[config.mk]
export PLATFORM = sky130hd
export DESIGN_NAME = avm_uart_responder_flat
export DESIGN_NICKNAME = d
export VERILOG_FILES = /design/src/rtl/avm_uart_responder_if.sv /design/src/rtl/avm_uart_responder.sv /design/src/flat_wrapper.sv
export SDC_FILE = /design/constraint.sdc
export NUM_CORES = 1
export LEC_CHECK = 0
export ABC_AREA = 1
export CORE_MARGIN = 2
export CORE_UTILIZATION = 42
export CTS_CLUSTER_DIAMETER = 80
export DETAILED_ROUTE_END_ITERATION = 10
export MAX_ROUTING_LAYER = met4
export SKIP_CTS_REPAIR_TIMING = 1
export SYNTH_ARGS = -nofsm -noshare
export SYNTH_HDL_FRONTEND = slang
export SYNTH_SLANG_ARGS = --single-unit
[constraint.sdc]
create_clock -name avm_clk -period 2.6 [get_ports avm_clk]
set_clock_uncertainty 0.15 [all_clocks]
set_input_delay 0.52 -clock avm_clk [delete_from_list [all_inputs] [get_ports avm_clk]]
set_output_delay 0.52 -clock avm_clk [all_outputs]
set_load 0.1 [all_outputs]
[src/rtl/avm_uart_responder_if.sv]
// Avalon-MM slave bus bundle for avm_uart_responder.
interface avm_uart_responder_if;
  logic [4:0]  avm_address;
  logic        avm_read;
  logic        avm_write;
  logic [31:0] avm_writedata;
  logic [31:0] avm_readdata;
  logic        avm_waitrequest;

  modport master (
    output avm_address, avm_read, avm_write, avm_writedata,
    input  avm_readdata, avm_waitrequest
  );
  modport slave (
    input  avm_address, avm_read, avm_write, avm_writedata,
    output avm_readdata, avm_waitrequest
  );
endinterface

[src/rtl/avm_uart_responder.sv]
// Avalon-MM RX/TX/STATUS polling responder backed by two byte FIFOs.
// Optional macro AVM_RESP_RANDWAIT_EN adds LFSR-jittered wait states.
module avm_uart_responder #(
  parameter int FIFO_DEPTH  = 16,
  parameter int WAIT_CYCLES = 1
) (
  input  logic       avm_clk,
  input  logic       rst_w,
  avm_uart_responder_if.slave avm,
  input  logic [7:0] rx_data,
  input  logic       rx_valid,
  output logic       rx_ready,
  output logic [7:0] tx_data,
  output logic       tx_valid,
  input  logic       tx_ready
);
  localparam int AW = $clog2(FIFO_DEPTH);
  localparam logic [4:0] A_RX = 5'd0, A_TX = 5'd4, A_ST = 5'd8;

  typedef enum logic [1:0] {S_IDLE, S_WAIT, S_ACK} state_t;
  state_t r_state, w_state_nxt;

  logic [3:0]  r_cnt, w_cnt_load;
  logic [4:0]  r_addr, w_addr;
  logic        r_rd, r_wr, w_rd, w_req;
  logic        r_wait, w_wait_nxt, w_ack_entry;
  logic [31:0] r_rdata, w_rdata;
  logic        r_pop_rx, r_set_udf, w_pop_nxt, w_udf_nxt;
  logic        r_rx_udf, r_tx_ovf;
  logic [7:0]  w_status;

  logic [7:0]  r_rx_mem [FIFO_DEPTH];
  logic [7:0]  r_tx_mem [FIFO_DEPTH];
  logic [AW:0] r_rx_wp, r_rx_rp, r_tx_wp, r_tx_rp;
  logic        w_rx_empty, w_rx_full, w_tx_empty, w_tx_full;
  logic        w_in_ack, w_rx_push, w_rx_pop, w_tx_pop, w_tx_wr, w_tx_push, w_st_wr;
  logic        w_unused_wd;

  assign w_unused_wd = ^avm.avm_writedata[31:8];
  assign w_req       = avm.avm_read | avm.avm_write;

`ifdef AVM_RESP_RANDWAIT_EN
  logic [7:0] r_lfsr;
  always_ff @(posedge avm_clk or posedge rst_w)
    if (rst_w) r_lfsr <= 8'hA5;
    else if (r_state == S_IDLE && w_req)
      r_lfsr <= {r_lfsr[6:0], r_lfsr[7] ^ r_lfsr[5] ^ r_lfsr[4] ^ r_lfsr[3]};
  assign w_cnt_load = 4'(WAIT_CYCLES) + {2'b00, r_lfsr[1:0]};
`else
  assign w_cnt_load = 4'(WAIT_CYCLES);
`endif

  // FIFO flags: pointers carry an extra wrap bit
  assign w_rx_empty = (r_rx_wp == r_rx_rp);
  assign w_rx_full  = (r_rx_wp[AW] != r_rx_rp[AW]) && (r_rx_wp[AW-1:0] == r_rx_rp[AW-1:0]);
  assign w_tx_empty = (r_tx_wp == r_tx_rp);
  assign w_tx_full  = (r_tx_wp[AW] != r_tx_rp[AW]) && (r_tx_wp[AW-1:0] == r_tx_rp[AW-1:0]);

  assign rx_ready = ~w_rx_full;
  assign tx_valid = ~w_tx_empty;
  assign tx_data  = tx_valid ? r_tx_mem[r_tx_rp[AW-1:0]] : 8'h00;

  // State register
  always_ff @(posedge avm_clk or posedge rst_w)
    if (rst_w) r_state <= S_IDLE;
    else       r_state <= w_state_nxt;

  // Next-state logic
  always_comb begin
    w_state_nxt = r_state;
    case (r_state)
      S_IDLE:  if (w_req) w_state_nxt = (w_cnt_load == 4'd0) ? S_ACK : S_WAIT;
      S_WAIT:  if (r_cnt <= 4'd1) w_state_nxt = S_ACK;
      S_ACK:   w_state_nxt = S_IDLE;
      default: w_state_nxt = S_IDLE;
    endcase
  end

  // Output logic; with zero wait the access enters ACK straight from IDLE, so decode live inputs there
  always_comb begin
    w_addr      = (r_state == S_IDLE) ? avm.avm_address : r_addr;
    w_rd        = (r_state == S_IDLE) ? avm.avm_read    : r_rd;
    w_wait_nxt  = (w_state_nxt != S_ACK);
    w_ack_entry = (w_state_nxt == S_ACK) && (r_state != S_ACK);
    w_status    = {~w_rx_empty, ~w_tx_full, w_tx_empty, 3'b000, r_tx_ovf, r_rx_udf};
    w_pop_nxt   = w_rd && (w_addr == A_RX) && !w_rx_empty;
    w_udf_nxt   = w_rd && (w_addr == A_RX) &&  w_rx_empty;
    w_rdata     = 32'h0;
    if (w_rd && w_addr == A_RX && !w_rx_empty) w_rdata = {24'h0, r_rx_mem[r_rx_rp[AW-1:0]]};
    else if (w_rd && w_addr == A_ST)           w_rdata = {24'h0, w_status};
  end

  always_ff @(posedge avm_clk or posedge rst_w)
    if (rst_w) begin
      r_cnt <= '0; r_addr <= '0; r_rd <= 1'b0; r_wr <= 1'b0;
      r_wait <= 1'b1; r_rdata <= '0; r_pop_rx <= 1'b0; r_set_udf <= 1'b0;
    end else begin
      r_wait    <= w_wait_nxt;
      r_pop_rx  <= w_ack_entry & w_pop_nxt;
      r_set_udf <= w_ack_entry & w_udf_nxt;
      if (w_ack_entry) r_rdata <= w_rdata;
      if (r_state == S_IDLE && w_req) begin
        r_addr <= avm.avm_address;
        r_rd   <= avm.avm_read;
        r_wr   <= avm.avm_write & ~avm.avm_read;
        r_cnt  <= w_cnt_load;
      end else if (r_state == S_WAIT) r_cnt <= r_cnt - 4'd1;
    end

  assign avm.avm_waitrequest = r_wait;
  assign avm.avm_readdata    = r_rdata;

  // Side effects commit at the end of the ACK cycle
  assign w_in_ack  = (r_state == S_ACK);
  assign w_rx_push = rx_valid & rx_ready;
  assign w_rx_pop  = w_in_ack & r_pop_rx;
  assign w_tx_pop  = tx_valid & tx_ready;
  assign w_tx_wr   = w_in_ack & r_wr & (r_addr == A_TX);
  assign w_tx_push = w_tx_wr & (~w_tx_full | w_tx_pop);
  assign w_st_wr   = w_in_ack & r_wr & (r_addr == A_ST);

  always_ff @(posedge avm_clk or posedge rst_w)
    if (rst_w) begin
      r_rx_wp <= '0; r_rx_rp <= '0; r_tx_wp <= '0; r_tx_rp <= '0;
      r_rx_udf <= 1'b0; r_tx_ovf <= 1'b0;
    end else begin
      if (w_rx_push) r_rx_wp <= r_rx_wp + 1'b1;
      if (w_rx_pop)  r_rx_rp <= r_rx_rp + 1'b1;
      if (w_tx_push) r_tx_wp <= r_tx_wp + 1'b1;
      if (w_tx_pop)  r_tx_rp <= r_tx_rp + 1'b1;
      r_rx_udf <= (r_rx_udf & ~(w_st_wr & avm.avm_writedata[0])) | (w_in_ack & r_set_udf);
      r_tx_ovf <= (r_tx_ovf & ~(w_st_wr & avm.avm_writedata[1])) | (w_tx_wr & w_tx_full & ~w_tx_pop);
    end

  always_ff @(posedge avm_clk) begin
    if (w_rx_push) r_rx_mem[r_rx_wp[AW-1:0]] <= rx_data;
    if (w_tx_push) r_tx_mem[r_tx_wp[AW-1:0]] <= avm.avm_writedata[7:0];
  end
endmodule

[src/flat_wrapper.sv]
// flat-port wrapper written by rule: the top's interface ports become plain ports
module avm_uart_responder_flat 
#(
  parameter int FIFO_DEPTH  = 16,
  parameter int WAIT_CYCLES = 1
)
  (avm_clk, rst_w, rx_data, rx_valid, rx_ready, tx_data, tx_valid, tx_ready, avm_avm_address, avm_avm_read, avm_avm_write, avm_avm_writedata, avm_avm_readdata, avm_avm_waitrequest);
  avm_uart_responder_if avm_i ();
  input  logic avm_clk;
  input  logic rst_w;
  input  logic [7:0] rx_data;
  input  logic rx_valid;
  output logic rx_ready;
  output logic [7:0] tx_data;
  output logic tx_valid;
  input  logic tx_ready;
  input wire logic [$bits(avm_i.avm_address)-1:0] avm_avm_address;
  input wire logic [$bits(avm_i.avm_read)-1:0] avm_avm_read;
  input wire logic [$bits(avm_i.avm_write)-1:0] avm_avm_write;
  input wire logic [$bits(avm_i.avm_writedata)-1:0] avm_avm_writedata;
  output wire logic [$bits(avm_i.avm_readdata)-1:0] avm_avm_readdata;
  output wire logic [$bits(avm_i.avm_waitrequest)-1:0] avm_avm_waitrequest;
  assign avm_i.avm_address = avm_avm_address;
  assign avm_i.avm_read = avm_avm_read;
  assign avm_i.avm_write = avm_avm_write;
  assign avm_i.avm_writedata = avm_avm_writedata;
  assign avm_avm_readdata = avm_i.avm_readdata;
  assign avm_avm_waitrequest = avm_i.avm_waitrequest;
  avm_uart_responder #(.FIFO_DEPTH(FIFO_DEPTH), .WAIT_CYCLES(WAIT_CYCLES)) u_core (.avm_clk(avm_clk), .rst_w(rst_w), .avm(avm_i), .rx_data(rx_data), .rx_valid(rx_valid), .rx_ready(rx_ready), .tx_data(tx_data), .tx_valid(tx_valid), .tx_ready(tx_ready));
endmodule
==> impl_results.md <==
* Status: finished, violations left
* Failing checks: negative setup slack
* Placed insts at 1,606
* Main synth FF type: edfxtp_1
* Cell Rows at 64
* Non-Filler Instances at 1,682
* Core area at 0.0304 mm^2
* Post-DP HPWL at 18.6 mm
* Gate power share at 0.420
* Internal power at 0.0111 W
* Initial Util at 0.424
* Cells after Synth at 1,149
* DRC Markers at 0
* Overflow after GRT at 0
* IR drop worst, VDD at 1200 uV
* Total of max-cap violations at 0
* Required time of the worst setup path at 1930 ps
* Vias in the first global route at 8,189
* First DRT Iteration DRCs at 573
* CTS max path bufs at 3
* Clock power frac at 0.251
* Slew HR at 0.493
* 1st-pass router iterations at 5
* H-tree Lvls at 1
* Antenna cell count at 0
* Antenna-violating nets left at 0
* Nets at 1,324
* Crit path launch type: flip-flop
* Ratio of final minimum period to clock period at 1.14
* Avg Inst Size Synth at 11.2 um^2
* Setup violators final at 9
* Final hold violations at 0
* Worst Setup End Kind: primary output
* Leakage at 6.01 nW
* FILL cells at 2,635
* Synthesis-to-finish area growth at 21.9%
* Syn Std Cell Area at 0.0129 mm^2
* Ys async rst share at 0.152
* Slew at the pin with the worst max-slew slack at 759 ps
* Worst Setup Path Type: flip-flop to primary output
* PortBufs at 45
* Skew-Pair Late Insertion Delay at 550 ps
* Clock transition at path regs at 60 ps
* EDFF count, synth at 256
* CP max FO at 17
* Global-route wire length before repair at 45.7 mm
* Num CTS Buffers at 31
* Synth unique cells at 40
* #FFs+latches synth at 302
* Hold WC Path Type: primary input to asynchronous set/reset pin
* Yosys synthesis warning count at 0
* Slew Viols, Final at 0
* Post-synthesis sequential area ratio at 0.685
* RSZ-0062 raised after global routing: yes
* Setup slack after layout at -370 ps
* Fmax at 337 MHz
* Die Area at 0.0322 mm^2
* Crit path DAT at 2300 ps
* CTS tree: yes
* Switch share at 0.390
* WL final at 30.7 mm
* Proportion of layout cells with a drive suffix above 1 at 0.176
* Sw Pwr at 0.00709 W
* Largest net degree at the start of global routing at 67
* # clock sinks at 302
* Initial antenna violation count at 0
* Final RePlAce weighted congestion at 0.796
* Root buf cell: clkbuf_16
* Overall Global Routing Usage at 0.192
* # IOs at 94
* Min Tclk post-route at 2970 ps
* R2R setup slack at 190 ps
* Flop pwr share at 0.329
* Mean number of vias per cell at 5.12
* Die H at 179 um
* DR WL/cell at 18.3 um
* P per Cell Area at 1150 mW/mm^2
* Via count at 8,615
* Pre-CTS setup slack at 154 ps
* Multi-input gate area at 0.00365 mm^2
* Reg area at 0.00884 mm^2
* Die X at 179 um
-- path summary, 6_finish.rpt --
path | start | endpoint | depth (start not counted)
setup / recovery | u_core.r_tx_rp[0] | tx_data[5] | 8
hold / removal | rst_w | u_core.r_rd | 2
setup reg to reg | u_core.r_tx_rp[0] | u_core.r_tx_mem[15][2] | 13
hold reg to reg | u_core.avm.avm_readdata[3] | u_core.avm.avm_readdata[3] | 2
max in group asynchronous | rst_w | u_core.r_tx_wp[2] | 3
min in group avm_clk | u_core.avm.avm_readdata[3] | u_core.avm.avm_readdata[3] | 2
-- cells by family (layout without fill, tap and decap cells) --
group                      after synthesis  after routing  share of synthesized area
AOI/OAI and AO/OA                      186            186                     0.0809
xor gates and xnor gates                20             20                     0.0136
adders and majority gates               12             12                     0.0116
buffers and inverters                  136            250                     0.0524
DFF                                    302            302                      0.685
other                                    1             24                   0.000291
and+or+nand+nor                        492            492                      0.156
-- layout make-up --
cell class | instances | share of cell area
multi-input cells | 734 | 0.232
clock buffers | 41 | 0.0542
well taps | 396 | 0.0315
flip-flops and latches | 302 | 0.562
inverters | 64 | 0.0160
clock inverters | 17 | 0.0129
repair buffers | 128 | 0.0910
-- placed cells by master, fill, tap and decap left out, types with 10 or more instances in the layout --
cell type	count
clkdlybuf4s50_1	26
inv_2	16
xor2_1	15
conb_1	24
o21ai_1	16
a21oi_1	11
o211ai_1	24
buf_12	22
o21ai_0	92
nor2_1	175
clkbuf_16	37
ha_1	12
nand3_1	59
o22ai_1	16
buf_4	69
nand2_1	225
inv_1	42
dfrtp_1	41
edfxtp_1	256
o21ai_2	10
-- cells in the mapped netlist (all sizes together) (4+ instances only) --
master | n | area share
inv | 60 | 0.017
clkinv | 4 | 0.0012
edfxtp | 256 | 0.60
o211ai | 24 | 0.014
a21oi | 21 | 0.0087
xor2 | 15 | 0.010
nor2 | 184 | 0.055
xnor2 | 5 | 0.0034
nand3 | 65 | 0.026
o21ai | 118 | 0.047
o22ai | 17 | 0.0082
nand2 | 235 | 0.070
ha | 12 | 0.012
buf | 61 | 0.031
dfrtp | 45 | 0.087
clkbuf | 11 | 0.0033
-- state kept, by name, indices dropped and copies added, names as in the netlist --
register                    cells
u_core.avm.avm_readdata         8
u_core.r_tx_mem               128
u_core.r_rx_wp                  5
u_core.r_rx_mem               128
u_core.r_tx_wp                  5
u_core.r_cnt                    4
u_core.r_rx_udf                 1
u_core.r_wr                     1
u_core.r_set_udf                1
u_core.r_rd                     1
u_core.r_state                  2
u_core.r_rx_rp                  5
u_core.r_tx_ovf                 1
u_core.avm.avm_waitrequest      1
u_core.r_tx_rp                  5
u_core.r_addr                   5
u_core.r_pop_rx                 1
-- critical path: stages (launching register included) --
cell and delay [ps]:
dfrtp_2 450, clkinvlp_4 110, buf_4 120, buf_12 130, nor2_1 50, o211ai_1 290, nand3_1 200, a21oi_4 190
buf_12 190
-- power groups by stage --
| stage | Clock [W] | Sequential, W | Combinational [W] |
|---|---|---|---|
| 2_1_floorplan | 0 | 0.00635 | 0.00442 |
| 3_3_place_gp | 0 | 0.00606 | 0.00683 |
| 3_5_place_dp | 0 | 0.00607 | 0.00689 |
| 4_1_cts | 0.00462 | 0.00598 | 0.00691 |
| 5_1_grt | 0.00484 | 0.00602 | 0.00818 |
| 6_report | 0.00456 | 0.00598 | 0.00763 |
-- stage by stage --
| stage | total power (W) | hold slack (ps) | util | setup TNS [ps] | area, um^2 |
|---|---|---|---|---|---|
| finish | 0.0182 | 135 | 0.517 | -2730 | 15700 |
| global route | 0.0190 | 156 | 0.517 | -3490 | 15700 |
| CTS | 0.0175 | 134 | 0.504 | -3270 | 15300 |
| detailed placement | 0.0130 | 327 | 0.469 | 0 | 14300 |
| global placement | 0.0129 | 326 | 0.469 | 0 | 14300 |
| floorplan | 0.0108 | 303 | - | 0 | 13100 |
-- routing by layer --
metal,wire length (um),share of wire,track usage,vias to the layer above
met5,0,0,-,-
met4,839,0.027,0.0521,0
met3,1430,0.047,0.0242,49
met2,15300,0.50,0.324,223
met1,13100,0.43,0.246,4208
li1,-,-,-,4135
(Power assumes the default switching activity.)
